[config.mk]
export PLATFORM = sky130hd
export DESIGN_NAME = vx_gpr_bank_arbiter
export DESIGN_NICKNAME = d
export VERILOG_FILES = /design/src/rtl/vx_gpr_bank_arbiter.sv
export SDC_FILE = /design/constraint.sdc
export NUM_CORES = 2
export LEC_CHECK = 0
export BUFFER_PORTS_ARGS = -buffer_cell sky130_fd_sc_hd__buf_2
export CORE_AREA = 5 5 742 744
export CTS_CLUSTER_SIZE = 24
export DETAILED_ROUTE_END_ITERATION = 7
export DIE_AREA = 0 0 747 749
export GPL_TIMING_DRIVEN = 0
export PLACE_DENSITY = 0.3
export SLEW_MARGIN = 20
export SYNTH_ARGS = -nofsm -noshare
export SYNTH_HDL_FRONTEND = slang
export SYNTH_SLANG_ARGS = --single-unit
[constraint.sdc]
create_clock -name clk -period 5.6 [get_ports clk]
set_input_delay 0.56 -clock clk [delete_from_list [all_inputs] [get_ports clk]]
set_output_delay 0.56 -clock clk [all_outputs]
set_load 0.02 [all_outputs]
[src/rtl/vx_gpr_bank_arbiter.sv]
// Per-cycle scheduler for the single-ported banked GPR file: write beats reads per bank,
// reads round-robin per bank, 3-cycle read return. GPR_ARB_STARVE_EN adds a read anti-starvation override.
`ifndef NUM_GPR_BANKS
`define NUM_GPR_BANKS 4
`endif

module vx_gpr_bank_arbiter #(
  parameter int NUM_BANKS    = `NUM_GPR_BANKS,
  parameter int NUM_RD_REQS  = 4,
  parameter int SET_W        = 6,
  parameter int DATA_W       = 128,
  parameter int TAG_W        = 4,
  parameter int STARVE_LIMIT = 3,
  localparam int BANK_W      = $clog2(NUM_BANKS),
  localparam int BE_W        = DATA_W / 8
) (
  input  logic                          clk,
  input  logic                          reset_n,
  input  logic [NUM_RD_REQS-1:0]        rd_req_valid,
  input  logic [NUM_RD_REQS*BANK_W-1:0] rd_req_bank,
  input  logic [NUM_RD_REQS*SET_W-1:0]  rd_req_set,
  input  logic [NUM_RD_REQS*TAG_W-1:0]  rd_req_tag,
  output logic [NUM_RD_REQS-1:0]        rd_req_ready,
  input  logic                          wr_req_valid,
  input  logic [BANK_W-1:0]             wr_req_bank,
  input  logic [SET_W-1:0]              wr_req_set,
  input  logic [DATA_W-1:0]             wr_req_data,
  input  logic [BE_W-1:0]               wr_req_byteen,
  output logic                          wr_req_ready,
  output logic [NUM_BANKS-1:0]          bank_read_en,
  output logic [NUM_BANKS*SET_W-1:0]    bank_rd_set,
  input  logic [NUM_BANKS*DATA_W-1:0]   bank_rd_data,
  output logic [NUM_BANKS-1:0]          bank_write_en,
  output logic [NUM_BANKS*SET_W-1:0]    bank_wr_set,
  output logic [NUM_BANKS*DATA_W-1:0]   bank_wr_data,
  output logic [NUM_BANKS*BE_W-1:0]     bank_wr_byteen,
  output logic [NUM_RD_REQS-1:0]        rd_rsp_valid,
  output logic [NUM_RD_REQS*DATA_W-1:0] rd_rsp_data,
  output logic [NUM_RD_REQS*TAG_W-1:0]  rd_rsp_tag
);
  localparam int RR_W = (NUM_RD_REQS > 1) ? $clog2(NUM_RD_REQS) : 1;

  logic [NUM_RD_REQS-1:0][BANK_W-1:0] rd_bank;
  logic [NUM_RD_REQS-1:0][SET_W-1:0]  rd_set;
  logic [NUM_RD_REQS-1:0][TAG_W-1:0]  rd_tag;
  logic [NUM_BANKS-1:0][DATA_W-1:0]   bank_dat;

  assign rd_bank  = rd_req_bank;
  assign rd_set   = rd_req_set;
  assign rd_tag   = rd_req_tag;
  assign bank_dat = bank_rd_data;

  logic [NUM_BANKS-1:0]           rd_any, rd_gnt, wr_hit, wr_gnt, ovr;
  logic [NUM_BANKS-1:0][RR_W-1:0] gnt_idx, ptr_d, ptr_q;
  logic [NUM_RD_REQS-1:0]         rd_rdy;
  logic                           found;
  int                             idx;

  always_comb begin
    rd_any  = '0;
    rd_gnt  = '0;
    gnt_idx = '0;
    wr_hit  = '0;
    wr_gnt  = '0;
    rd_rdy  = '0;
    ptr_d   = ptr_q;
    found   = 1'b0;
    idx     = 0;
    for (int b = 0; b < NUM_BANKS; b++) begin
      wr_hit[b] = wr_req_valid && (wr_req_bank == BANK_W'(b));
      for (int i = 0; i < NUM_RD_REQS; i++)
        if (rd_req_valid[i] && (rd_bank[i] == BANK_W'(b))) rd_any[b] = 1'b1;
      // A pending write keeps the bank unless the starvation override has fired.
      if (reset_n && rd_any[b] && !(wr_hit[b] && !ovr[b])) begin
        found = 1'b0;
        for (int k = 0; k < NUM_RD_REQS; k++) begin
          idx = (int'(ptr_q[b]) + k) % NUM_RD_REQS;
          if (!found && rd_req_valid[idx] && (rd_bank[idx] == BANK_W'(b))) begin
            found      = 1'b1;
            gnt_idx[b] = RR_W'(idx);
            rd_rdy[idx] = 1'b1;
          end
        end
        rd_gnt[b] = 1'b1;
        ptr_d[b]  = RR_W'((int'(gnt_idx[b]) + 1) % NUM_RD_REQS);
      end
      wr_gnt[b] = reset_n && wr_hit[b] && !rd_gnt[b];
    end
  end

  assign rd_req_ready = rd_rdy;
  assign wr_req_ready = reset_n && wr_req_valid && !(ovr[wr_req_bank] && rd_any[wr_req_bank]);

`ifdef GPR_ARB_STARVE_EN
  localparam int CNT_W = $clog2(STARVE_LIMIT + 1);
  logic [NUM_BANKS-1:0][CNT_W-1:0] cnt_d, cnt_q;

  always_comb begin
    ovr = '0;
    for (int b = 0; b < NUM_BANKS; b++) ovr[b] = (cnt_q[b] == CNT_W'(STARVE_LIMIT));
  end

  always_comb begin
    cnt_d = cnt_q;
    for (int b = 0; b < NUM_BANKS; b++) begin
      if (rd_gnt[b]) cnt_d[b] = '0;
      else if (rd_any[b] && wr_gnt[b] && (cnt_q[b] != CNT_W'(STARVE_LIMIT)))
        cnt_d[b] = cnt_q[b] + 1'b1;
    end
  end

  always_ff @(posedge clk or negedge reset_n) begin
    if (!reset_n) cnt_q <= '0;
    else          cnt_q <= cnt_d;
  end
`else
  assign ovr = '0;
`endif

  logic [NUM_BANKS-1:0]              ren_d, ren_q, wen_d, wen_q;
  logic [NUM_BANKS-1:0][SET_W-1:0]   rset_d, rset_q, wset_d, wset_q;
  logic [NUM_BANKS-1:0][DATA_W-1:0]  wdat_d, wdat_q;
  logic [NUM_BANKS-1:0][BE_W-1:0]    wbe_d, wbe_q;
  logic [NUM_BANKS-1:0]              s1_vld_d, s1_vld_q, s2_vld_d, s2_vld_q;
  logic [NUM_BANKS-1:0][RR_W-1:0]    s1_req_d, s1_req_q, s2_req_d, s2_req_q;
  logic [NUM_BANKS-1:0][TAG_W-1:0]   s1_tag_d, s1_tag_q, s2_tag_d, s2_tag_q;
  logic [NUM_RD_REQS-1:0]            rsp_vld_d, rsp_vld_q;
  logic [NUM_RD_REQS-1:0][DATA_W-1:0] rsp_dat_d, rsp_dat_q;
  logic [NUM_RD_REQS-1:0][TAG_W-1:0]  rsp_tag_d, rsp_tag_q;

  always_comb begin
    ren_d     = rd_gnt;
    wen_d     = wr_gnt;
    rset_d    = rset_q;
    wset_d    = wset_q;
    wdat_d    = wdat_q;
    wbe_d     = wbe_q;
    s1_vld_d  = rd_gnt;
    s1_req_d  = gnt_idx;
    s1_tag_d  = '0;
    s2_vld_d  = s1_vld_q;
    s2_req_d  = s1_req_q;
    s2_tag_d  = s1_tag_q;
    rsp_vld_d = '0;
    rsp_dat_d = rsp_dat_q;
    rsp_tag_d = rsp_tag_q;
    for (int b = 0; b < NUM_BANKS; b++) begin
      if (rd_gnt[b]) begin
        rset_d[b]   = rd_set[gnt_idx[b]];
        s1_tag_d[b] = rd_tag[gnt_idx[b]];
      end
      if (wr_gnt[b]) begin
        wset_d[b] = wr_req_set;
        wdat_d[b] = wr_req_data;
        wbe_d[b]  = wr_req_byteen;
      end
      // Data stage: the bank's output belongs to whoever was granted two cycles ago.
      if (s2_vld_q[b]) begin
        rsp_vld_d[s2_req_q[b]] = 1'b1;
        rsp_dat_d[s2_req_q[b]] = bank_dat[b];
        rsp_tag_d[s2_req_q[b]] = s2_tag_q[b];
      end
    end
  end

  always_ff @(posedge clk or negedge reset_n) begin
    if (!reset_n) begin
      ptr_q <= '0; ren_q <= '0; wen_q <= '0; rset_q <= '0; wset_q <= '0;
      wdat_q <= '0; wbe_q <= '0;
      s1_vld_q <= '0; s1_req_q <= '0; s1_tag_q <= '0;
      s2_vld_q <= '0; s2_req_q <= '0; s2_tag_q <= '0;
      rsp_vld_q <= '0; rsp_dat_q <= '0; rsp_tag_q <= '0;
    end else begin
      ptr_q <= ptr_d; ren_q <= ren_d; wen_q <= wen_d; rset_q <= rset_d; wset_q <= wset_d;
      wdat_q <= wdat_d; wbe_q <= wbe_d;
      s1_vld_q <= s1_vld_d; s1_req_q <= s1_req_d; s1_tag_q <= s1_tag_d;
      s2_vld_q <= s2_vld_d; s2_req_q <= s2_req_d; s2_tag_q <= s2_tag_d;
      rsp_vld_q <= rsp_vld_d; rsp_dat_q <= rsp_dat_d; rsp_tag_q <= rsp_tag_d;
    end
  end

  assign bank_read_en   = ren_q;
  assign bank_rd_set    = rset_q;
  assign bank_write_en  = wen_q;
  assign bank_wr_set    = wset_q;
  assign bank_wr_data   = wdat_q;
  assign bank_wr_byteen = wbe_q;
  assign rd_rsp_valid   = rsp_vld_q;
  assign rd_rsp_data    = rsp_dat_q;
  assign rd_rsp_tag     = rsp_tag_q;
endmodule

==> impl_metrics.py <==
metrics = {
    "worst_setup_path": {
        "r2r_cells": 13,
        "critPathBufInv": 3,
        "path_class": "reg -> out",
        "worstPathRequired_ps": 5040,
        "start_kind": "flip-flop",
        "crit_arrival_ps": 4750,
        "slowest_delay_ps": 600,
        "worst-path-max-fanout": 15,
        "r2r-end": "bank_rd_set[5]",
        "crit_path_top_delay_cell": "or4_1",
        "worstSetupEndpointType": "output pin",
        "r2r_start": "ptr_q[0]",
        "cp_top_family": "simple AND/OR/NAND/NOR gates",
        "path_cells": "inv_1 > ha_1 > clkbuf_1 > nor4b_1 > a211oi_1 > o21a_1 > nor2b_4 > a222oi_1 > a21oi_1 > or4_1 > buf_2",
        "reg2reg_setup_slack_ps": 880,
    },
    "final_layout": {
        "area_delta_synth_final_pct": 50.36,
        "regArea_mm2": 0.03063,
        "num-nets-final": 9718,
        "multi_input_area_mm2": 0.02894,
        "fillers": 61820,
        "drive_gt1_share_pct": 30.82,
    },
    "placement": {
        "routabilityCongestion": 0.8819,
        "port_buffers": 1883,
        "dp_hpwl_mm": 434.0,
    },
    "pwr": {
        "peakVddDrop_mv": 0.2647,
        "power_density_mw_per_mm2": 465.8,
        "p_total_mw": 43.21,
        "power_leakage_nw": 42.77,
    },
    "cts": {
        "path_clk_slew_ps": 60,
        "clockBufferDepth": 4,
        "h-tree-depth": 4,
        "cts_sinks": 1224,
        "cts_made_buffers": 178,
        "ctsRootBufferMaster": "clkbuf_16",
        "clock_latency_ps": 870,
        "cts_tree": "built",
    },
    "logic_synthesis": {
        "synth_top_area_cell": "dfrtp_1",
        "synthCells": 6339,
        "ys_seq_area_share_pct": 49.64,
        "async_flop_share_pct": 100.0,
        "ys_types": 80,
        "synth_seq_cells": 1224,
        "syn_avg_cell_area_um2": 9.733,
        "synth.area.top_cells": "dfrtp_1 50%, mux2i_1 9.4%, mux2_2 8.5%, a21oi_1 7.8%, a211oi_1 6.5%",
        "synth_edf_count": 0,
        "synthesis.area_mm2": 0.06170,
        "synth_warnings": 0,
        "synth_nets": 7078,
        "ys.flop_type": "dfrtp_1",
        "synth_top_area_share_pct": 49.64,
    },
    "global_routing": {
        "antenna_found_initial": 193,
        "grt_usage_pct": 18.30,
        "first_global_vias": 66260,
        "grt_pass1_wl_mm": 689.0,
        "gr-total-overflow": 0,
        "grt_max_degree": 119,
    },
    "routing": {
        "vias": 64270,
        "avgViaCountPerCell": 3.920,
        "wire_per_inst_um": 32.66,
        "detail-route-antenna-nets": 0,
        "dr.pass1.iters": 8,
        "first_iter_violations": 5040,
        "drt-total-wl_mm": 535.4,
        "drc_errors": 0,
    },
    "timing": {
        "finalSetupTns_ps": 0,
        "setup_viol": 0,
        "hold_viol_final": 0,
        "clock_skew_ps": 55.39,
        "finalCritPeriodShare_pct": 94.79,
        "worst_pin_slew_ps": 1217,
        "rsz0062_at_grt": "no",
        "max_slew_margin_pct": 18.85,
        "fmax_mhz": 188.4,
        "drv_slew": 0,
        "post-route-min-period_ps": 5308,
    },
    "worst_hold_path": {
        "worstHoldPathType": "in -> reg",
        "hold_depth": 3,
        "hold_path_end": "rd_rsp_data[176]",
        "min_from": "bank_rd_data[304]",
    },
    "floorplan": {
        "initial_core_util_pct": 11.36,
        "die-area_mm2": 0.5595,
        "die_w_um": 747,
        "io_pins": 1888,
        "die_h_um": 749,
        "std_cell_rows": 271,
        "core-area_mm2": 0.5432,
    },
    "run_status": {
        "status": "finished clean",
    },
    "run": {
        "cap_violations": 0,
    },
}
[tightest hold or removal path: stages]
cell and delay [ps]:
buf_2 140, a21oi_1 130, a21oi_1 70
[how the worst max path moves through the flow]
stage / end / start / depth (start not counted)
after CTS: rd_req_ready[0] / ptr_q[0] / 11
after detailed placement: rd_req_ready[0] / ptr_q[0] / 12
after floorplan: rd_req_ready[0] / ptr_q[0] / 11
after global routing: rd_req_ready[0] / ptr_q[0] / 11
final: rd_req_ready[1] / ptr_q[0] / 11
after global placement: ptr_q[0] / reset_n / 4
[per-stage QoR]
| step | utilization [%] | instances | setup slack, ps | hold slack [ps] | cell area [um2] |
|---|---|---|---|---|---|
| after CTS | 17.05 | 16350 | 189.9 | 0.2423 | 92630 |
| after global routing | 17.07 | 16370 | 24.15 | 58.66 | 92700 |
| after global placement | 14.76 | 15460 | -30920 | 334.2 | 80170 |
| final | 17.08 | 16400 | 291.7 | 115.5 | 92770 |
| after floorplan | - | 6339 | 1927 | 264.4 | 61700 |
| after detailed placement | 14.98 | 15510 | 1023 | 334.7 | 81390 |
[sequential cells by signal, summed over array words and instances (netlist names), 16 cells and up]
name,count
bank_wr_data,512
bank_wr_set,24
s1_tag_q,16
bank_wr_byteen,64
bank_rd_set,24
s2_tag_q,16
rd_rsp_tag,16
rd_rsp_data,512
[power breakdown]
group | internal (mW) | total [mW] | switching, mW
combinational | 5.92 | 17.4 | 11.5
clock | 7.04 | 12.1 | 5.05
sequential | 11.5 | 13.8 | 2.28
total | 24.4 | 43.2 | 18.8
[placed cells by master (no fill, tap or decap), types with 23 or more instances in the layout]
| cell type | synthesis | final |
|---|---|---|
| clkbuf_8 | 0 | 39 |
| clkbuf_1 | 429 | 400 |
| buf_2 | 26 | 1911 |
| buf_12 | 0 | 31 |
| a211oi_1 | 536 | 536 |
| nand2_1 | 643 | 643 |
| dfrtp_1 | 1224 | 1224 |
| buf_1 | 72 | 67 |
| nor2_1 | 949 | 949 |
| dlygate4sd3_1 | 0 | 527 |
| o21ai_0 | 146 | 146 |
| mux2i_1 | 580 | 580 |
| nor3_1 | 33 | 32 |
| clkbuf_16 | 0 | 180 |
| mux2_2 | 464 | 464 |
| diode_2 | 0 | 49 |
| clkinv_2 | 0 | 23 |
| a21oi_1 | 956 | 956 |
| clkbuf_2 | 1 | 52 |
[synthesized netlist by cell type, drive strengths merged, types with 3 or more instances]
library cell and instances:
a211oi 539, a21o 3, a21oi 956, a221o 7
a221oi 5, a222oi 12, a22oi 5, a311oi 4
a31oi 12, and2 6, and3 12, and3b 9
buf 103, clkbuf 430, dfrtp 1224, ha 20
inv 24, mux2 464, mux2i 581, mux4 5
nand2 644, nand3 19, nand3b 18, nand4 6
nor2 950, nor2b 3, nor3 34, nor3b 10
o2111ai 5, o211ai 8, o21ai 147, o221ai 17
o22ai 9, or3b 7, or4 5
[repair_timing]
item | in CTS | in global routing
resized for setup | 0 | 0
hold buffers | 527 | 0
endpoints found under the hold margin | 1229 | 0
buffers inserted | 0 | 0
setup endpoints to repair | 3 | 0
[final cells by class]
class / instances / share of cell area [%]
Timing Repair Buffer: 2461 / 17.00
Buffer: 532 / 2.359
Multi-Input combinational cell: 4556 / 31.19
Antenna cell: 49 / 0.1322
Inverter: 26 / 0.1052
Clock buffer: 257 / 5.588
Sequential cell: 1224 / 33.02
Clock inverter: 57 / 0.8538
Tap cell: 7234 / 9.757
[per-layer routing]
metal / track usage [%] / wire, um / up-vias
met5: 0 / 607 / -
met4: 9.112 / 31570 / 96
met3: 6.514 / 48140 / 863
met2: 32.32 / 265200 / 2920
met1: 19.18 / 189900 / 32470
li1: - / - / 27930
[kinds of logic (layout without fill, tap and decap cells)]
logic type / after synthesis / count (layout) / synth area share [%]
and+or+nand+nor: 1736 / 1736 / 11.27
xor gates and xnor gates: 1 / 1 / 0.01420
AOI/OAI and AO/OA: 1749 / 1749 / 17.08
muxes: 1050 / 1050 / 18.10
other: 0 / 49 / 0
buffers and inverters: 559 / 3333 / 3.498
DFF: 1224 / 1224 / 49.64
adders and majority gates: 20 / 20 / 0.4056
No activity file was read; power rests on OpenSTA's default activity.
